## config.mk

```make
export PLATFORM = sky130hd
export DESIGN_NAME = bit_serializer
export DESIGN_NICKNAME = d
export VERILOG_FILES = /design/src/rtl/serializer_pkg.sv /design/src/rtl/bit_serializer.sv
export SDC_FILE = /design/constraint.sdc
export NUM_CORES = 1
export LEC_CHECK = 0
export ABC_AREA = 0
export BUFFER_PORTS_ARGS = -buffer_cell sky130_fd_sc_hd__buf_2
export CAP_MARGIN = 15
export CORE_AREA = 4 4 41 43
export DETAILED_ROUTE_END_ITERATION = 7
export DIE_AREA = 0 0 45 47
export GPL_TIMING_DRIVEN = 0
export PLACE_DENSITY = 0.73
export SYNTH_ARGS = -nofsm -noshare
export SYNTH_HDL_FRONTEND = slang
export SYNTH_SLANG_ARGS = --single-unit
export TNS_END_PERCENT = 10
```

## constraint.sdc

```tcl
create_clock -name clk -period 3.7 [get_ports clk]
set_input_delay 0.37 -clock clk [delete_from_list [all_inputs] [get_ports clk]]
set_output_delay 0.37 -clock clk [all_outputs]
set_load 0.05 [all_outputs]
```

## src/rtl/serializer_pkg.sv

```systemverilog
// Shared types and helpers for the bit serializer.
package serializer_pkg;

    typedef enum logic {
        IDLE  = 1'b0,
        SHIFT = 1'b1
    } ser_state_t;

    // Bit counter width: $clog2 of the word width, never narrower than one bit.
    function automatic int cnt_width(input int width);
        return (width <= 2) ? 1 : $clog2(width);
    endfunction

endpackage

```

## src/rtl/bit_serializer.sv

```systemverilog
// Parallel-to-serial stage: accepts a word on load && ready and shifts it out
// one bit per clock on w, with gapless back-to-back words when load is held.
module bit_serializer
    import serializer_pkg::*;
#(
    parameter int WIDTH     = 8,
    parameter bit LSB_FIRST = 1'b0
) (
    input  logic             clk,
    input  logic             rst,
    input  logic             load,
    input  logic [WIDTH-1:0] data,
    output logic             ready,
    output logic             w,
    output logic             w_valid,
    output logic             done
);

    localparam int                CNT_W    = cnt_width(WIDTH);
    localparam logic [CNT_W-1:0]  CNT_LAST = CNT_W'(WIDTH - 1);

    ser_state_t       state_q, state_d;
    logic [WIDTH-1:0] sreg_q, sreg_d;
    logic [CNT_W-1:0] cnt_q, cnt_d;
    logic             w_d, w_valid_d, done_d;
    logic             accept;

    // Ready comes from registers only, so an upstream load can never loop back into it.
    assign ready  = (state_q == IDLE) || (state_q == SHIFT && cnt_q == '0);
    assign accept = load && ready;

    // Next-state, shift and output decode.
    always_comb begin
        // NOTE: every signal gets a default first so no path leaves one unassigned,
        // which would otherwise infer a latch.
        state_d   = state_q;
        sreg_d    = sreg_q;
        cnt_d     = cnt_q;
        w_d       = w;
        w_valid_d = w_valid;
        done_d    = 1'b0;

        if (accept) begin
            // First bit goes straight to w; the rest wait in the shift register.
            w_d       = LSB_FIRST ? data[0] : data[WIDTH-1];
            sreg_d    = LSB_FIRST ? (data >> 1) : (data << 1);
            cnt_d     = CNT_LAST;
            w_valid_d = 1'b1;
            state_d   = SHIFT;
            // Accepting while the last bit of a word is on w closes that word.
            done_d    = (state_q == SHIFT);
        end else if (state_q == SHIFT) begin
            if (cnt_q != '0) begin
                w_d    = LSB_FIRST ? sreg_q[0] : sreg_q[WIDTH-1];
                sreg_d = LSB_FIRST ? (sreg_q >> 1) : (sreg_q << 1);
                cnt_d  = cnt_q - 1'b1;
            end else begin
                w_d       = 1'b0;
                w_valid_d = 1'b0;
                state_d   = IDLE;
                done_d    = 1'b1;
            end
        end else begin
            w_d       = 1'b0;
            w_valid_d = 1'b0;
        end
    end

    // State, datapath and registered outputs; reset abandons any word in flight.
    always_ff @(posedge clk or negedge rst) begin
        // NOTE: non-blocking assignments here so every register samples the
        // pre-edge values computed above, independent of statement order.
        if (!rst) begin
            state_q <= IDLE;
            sreg_q  <= '0;
            cnt_q   <= '0;
            w       <= 1'b0;
            w_valid <= 1'b0;
            done    <= 1'b0;
        end else begin
            state_q <= state_d;
            sreg_q  <= sreg_d;
            cnt_q   <= cnt_d;
            w       <= w_d;
            w_valid <= w_valid_d;
            done    <= done_d;
        end
    end

endmodule

```

==> results.tsv <==
metric	value	unit
fin_tns_setup	0	ps
grt_setup_unrepaired	false	
slew_violations	0	
postCtsSetupRepairBufs	0	
core	1300	sq um
netSwitchingFraction	40.5	%
endpoint	ready	
grt_pass1_vias	412	
crit_buf_inv	4	
rr_worst_depth	7	
avgRoutedWirePerCell	11.5	um
r2r-start	cnt_q[0]	
pwr_density_cell	769	nW/um^2
vias_per_cell	4.88	
power.switching	0.231	mW
grt_pass1_wl	1.74	mm
status	completed	
finalNonFillerCells	89	
place_inst	85	
relSlewSlack	79.5	%
combPwrFrac	43.2	%
yosysWarningCount	0	
max_clock_freq	0.463	GHz
drv_cap	0	
synth.most_common_cell	dfrtp_1	
ys_ff_latch	14	
antenna_cells	0	
r2r-end	sreg_q[6]	
synth_cell_types	17	
htreeDepth	1	
synth_area_leaders	dfrtp_1, mux2i_1, nand2_1, ha_1, o21ai_0	
root_buffer	clkbuf_4	
synthFlopType	dfrtp_1	
fin_crit	2160	ps
async_flop_share	100	%
drc	0	
setup_viol	0	
cp-startpoint	cnt_q[0]	
drt_wl_total	1.02	mm
power_frac_seq	42.2	%
worstSetupStartpointType	flip-flop	
grt_start_max_net_pins	15	
gr-usage-all-layers	11.5	%
die_area	2120	sq um
portBuffers	14	
finalClockSkew	5.86	ps
design_area	742	sq um
tritoncts	done	
vias	434	
tightest_slew	307	ps
synth_area	621	sq um
syn_nets	69	
path_max_fanout	10	
path_depth	7	
dp_hpwl	781	um
ir_drop	0.331	mV
drt-pass1-iter-count	1	
crit_type	flip-flop to primary output	
io_pins	15	
start_util	47.7	%
ant_nets	0	
worstPathArrival	1790	ps
crit_slowest_cell	dfrtp_1	
drive_gt1_share	31.1	%
period_share	58.4	%
synthTopCellsByCount	dfrtp_1, nand2_1, mux2i_1	
synth_edf_count	0	
clock_latency	270	ps
synth_cells	56	
drt-initial-drc-count	0	
setup_ws	1540	ps
end_kind	primary output	
ys_seq_area_share	56.5	%
num_rows	13	
synth_top_area_cell	dfrtp_1	
finalHoldViolations	0	
numCtsBuffers	3	
cts_max_path_buffers	2	
total_power	0.570	mW
die_y	47	um
critical_path.top_delay_family	buffers and inverters	
critPathMaxStageDelay	380	ps
p_leak	0.399	nW
clkTransAtPathRegs	80	ps
layout.nets	89	
areaGrowthSynthToFinish	19.6	%
power.internal	0.339	mW
cp_cell_sequence	inv_1 > ha_1 > ha_1 > nor2b_4 > buf_2 > inv_1 > buf_2	
avgSynthCellArea	11.1	sq um
antenna_found_initial	0	
min_path_type	primary input to flip-flop	
gp_congestion	0.627	
cts.sinks	14	
die_w	45	um
yosysTopAreaCellShare	56.5	%
clock_power_share	14.6	%
pre_cts_ws	1820	ps
overflow	0	
reg2reg_slack	2210	ps
required	3330	ps
placed_area	709	sq um
[cells by family (layout without fill, tap and decap cells)]
group                      Yosys count  count (layout)  synth area share, %
adders and majority gates            2               2                 4.03
DFF                                 14              14                 56.5
buffers and inverters                7              25                 6.25
and+or+nand+nor                     15              15                 12.1
muxes                                8               8                 13.1
AOI/OAI and AO/OA                   10              10                 8.06
[worst reg2reg max path, cell delays in order, from the launching register on]
cell and delay (ps):
dfrtp_1 380, inv_1 60, ha_1 200, ha_1 210
nor2b_4 180, buf_2 230, nand2_1 70, o21ai_1 80
[registers in the layout (all words and copies together), names as in the netlist]
name     flops
cnt_q        3
done         1
sreg_q       7
state_q      1
w            1
w_valid      1
[final cells by class]
type | count | area (sq um)
repair buffers | 15 | 80.1
clock buffers | 3 | 22.5
fillers | 126 | 559
well taps | 15 | 18.8
plain buffers | 3 | 23.8
flip-flops and latches | 14 | 350
inverters | 4 | 15.0
multi-input cells | 35 | 231
[worst min path at each step]
stage | startpoint | endpoint | slack (ps) | cells after the start
2_1_floorplan | rst | cnt_q[0] | 70 | 0
3_3_place_gp | rst | done | 280 | 1
3_5_place_dp | rst | done | 280 | 1
4_1_cts | data[7] | w | 330 | 3
5_1_grt | data[7] | w | 350 | 3
6_report | data[7] | w | 340 | 3
[metrics by stage]
step	util, %	hold slack, ps
floorplan	-	74.4
global placement	54.5	283
detailed placement	54.5	280
CTS	57.0	332
global route	57.0	353
finish	57.0	336
[power by group through the flow]
stage	combinational [mW]	clock, mW	sequential (mW)
detailed placement	0.252	0	0.244
global route	0.278	0.0918	0.249
CTS	0.253	0.0860	0.241
floorplan	0.152	0	0.283
finish	0.246	0.0830	0.241
global placement	0.244	0	0.242
[placed cells by master (no fill, tap or decap), drive strengths merged]
master       instances
or2                  1
ha                   2
nor2b                1
nor3                 3
o21ai                7
dlygate4sd3          1
nand2                8
dfrtp               14
clkbuf               3
mux2                 1
and2                 1
nor2                 1
inv                  4
mux2i                7
buf                 17
a21oi                3
[what timing repair did]
item / CTS / global route
endpoints found under the hold margin: 14 / 0
hold buffers: 1 / 0
gates resized for setup: 0 / 0
[routing by layer]
| metal | GRT usage (%) | wire (um) | part of all wire, % | up-vias |
|---|---|---|---|---|
| met2 | 18.4 | 519 | 51 | 10 |
| met1 | 15.0 | 447 | 44 | 203 |
| met3 | 2.30 | 54 | 5.3 | 0 |
| met4 | 5.26 | 0 | 0 | 0 |
| li1 | - | - | - | 221 |
| met5 | 0 | 0 | 0 | - |
Power figures use the tool's default switching activity.
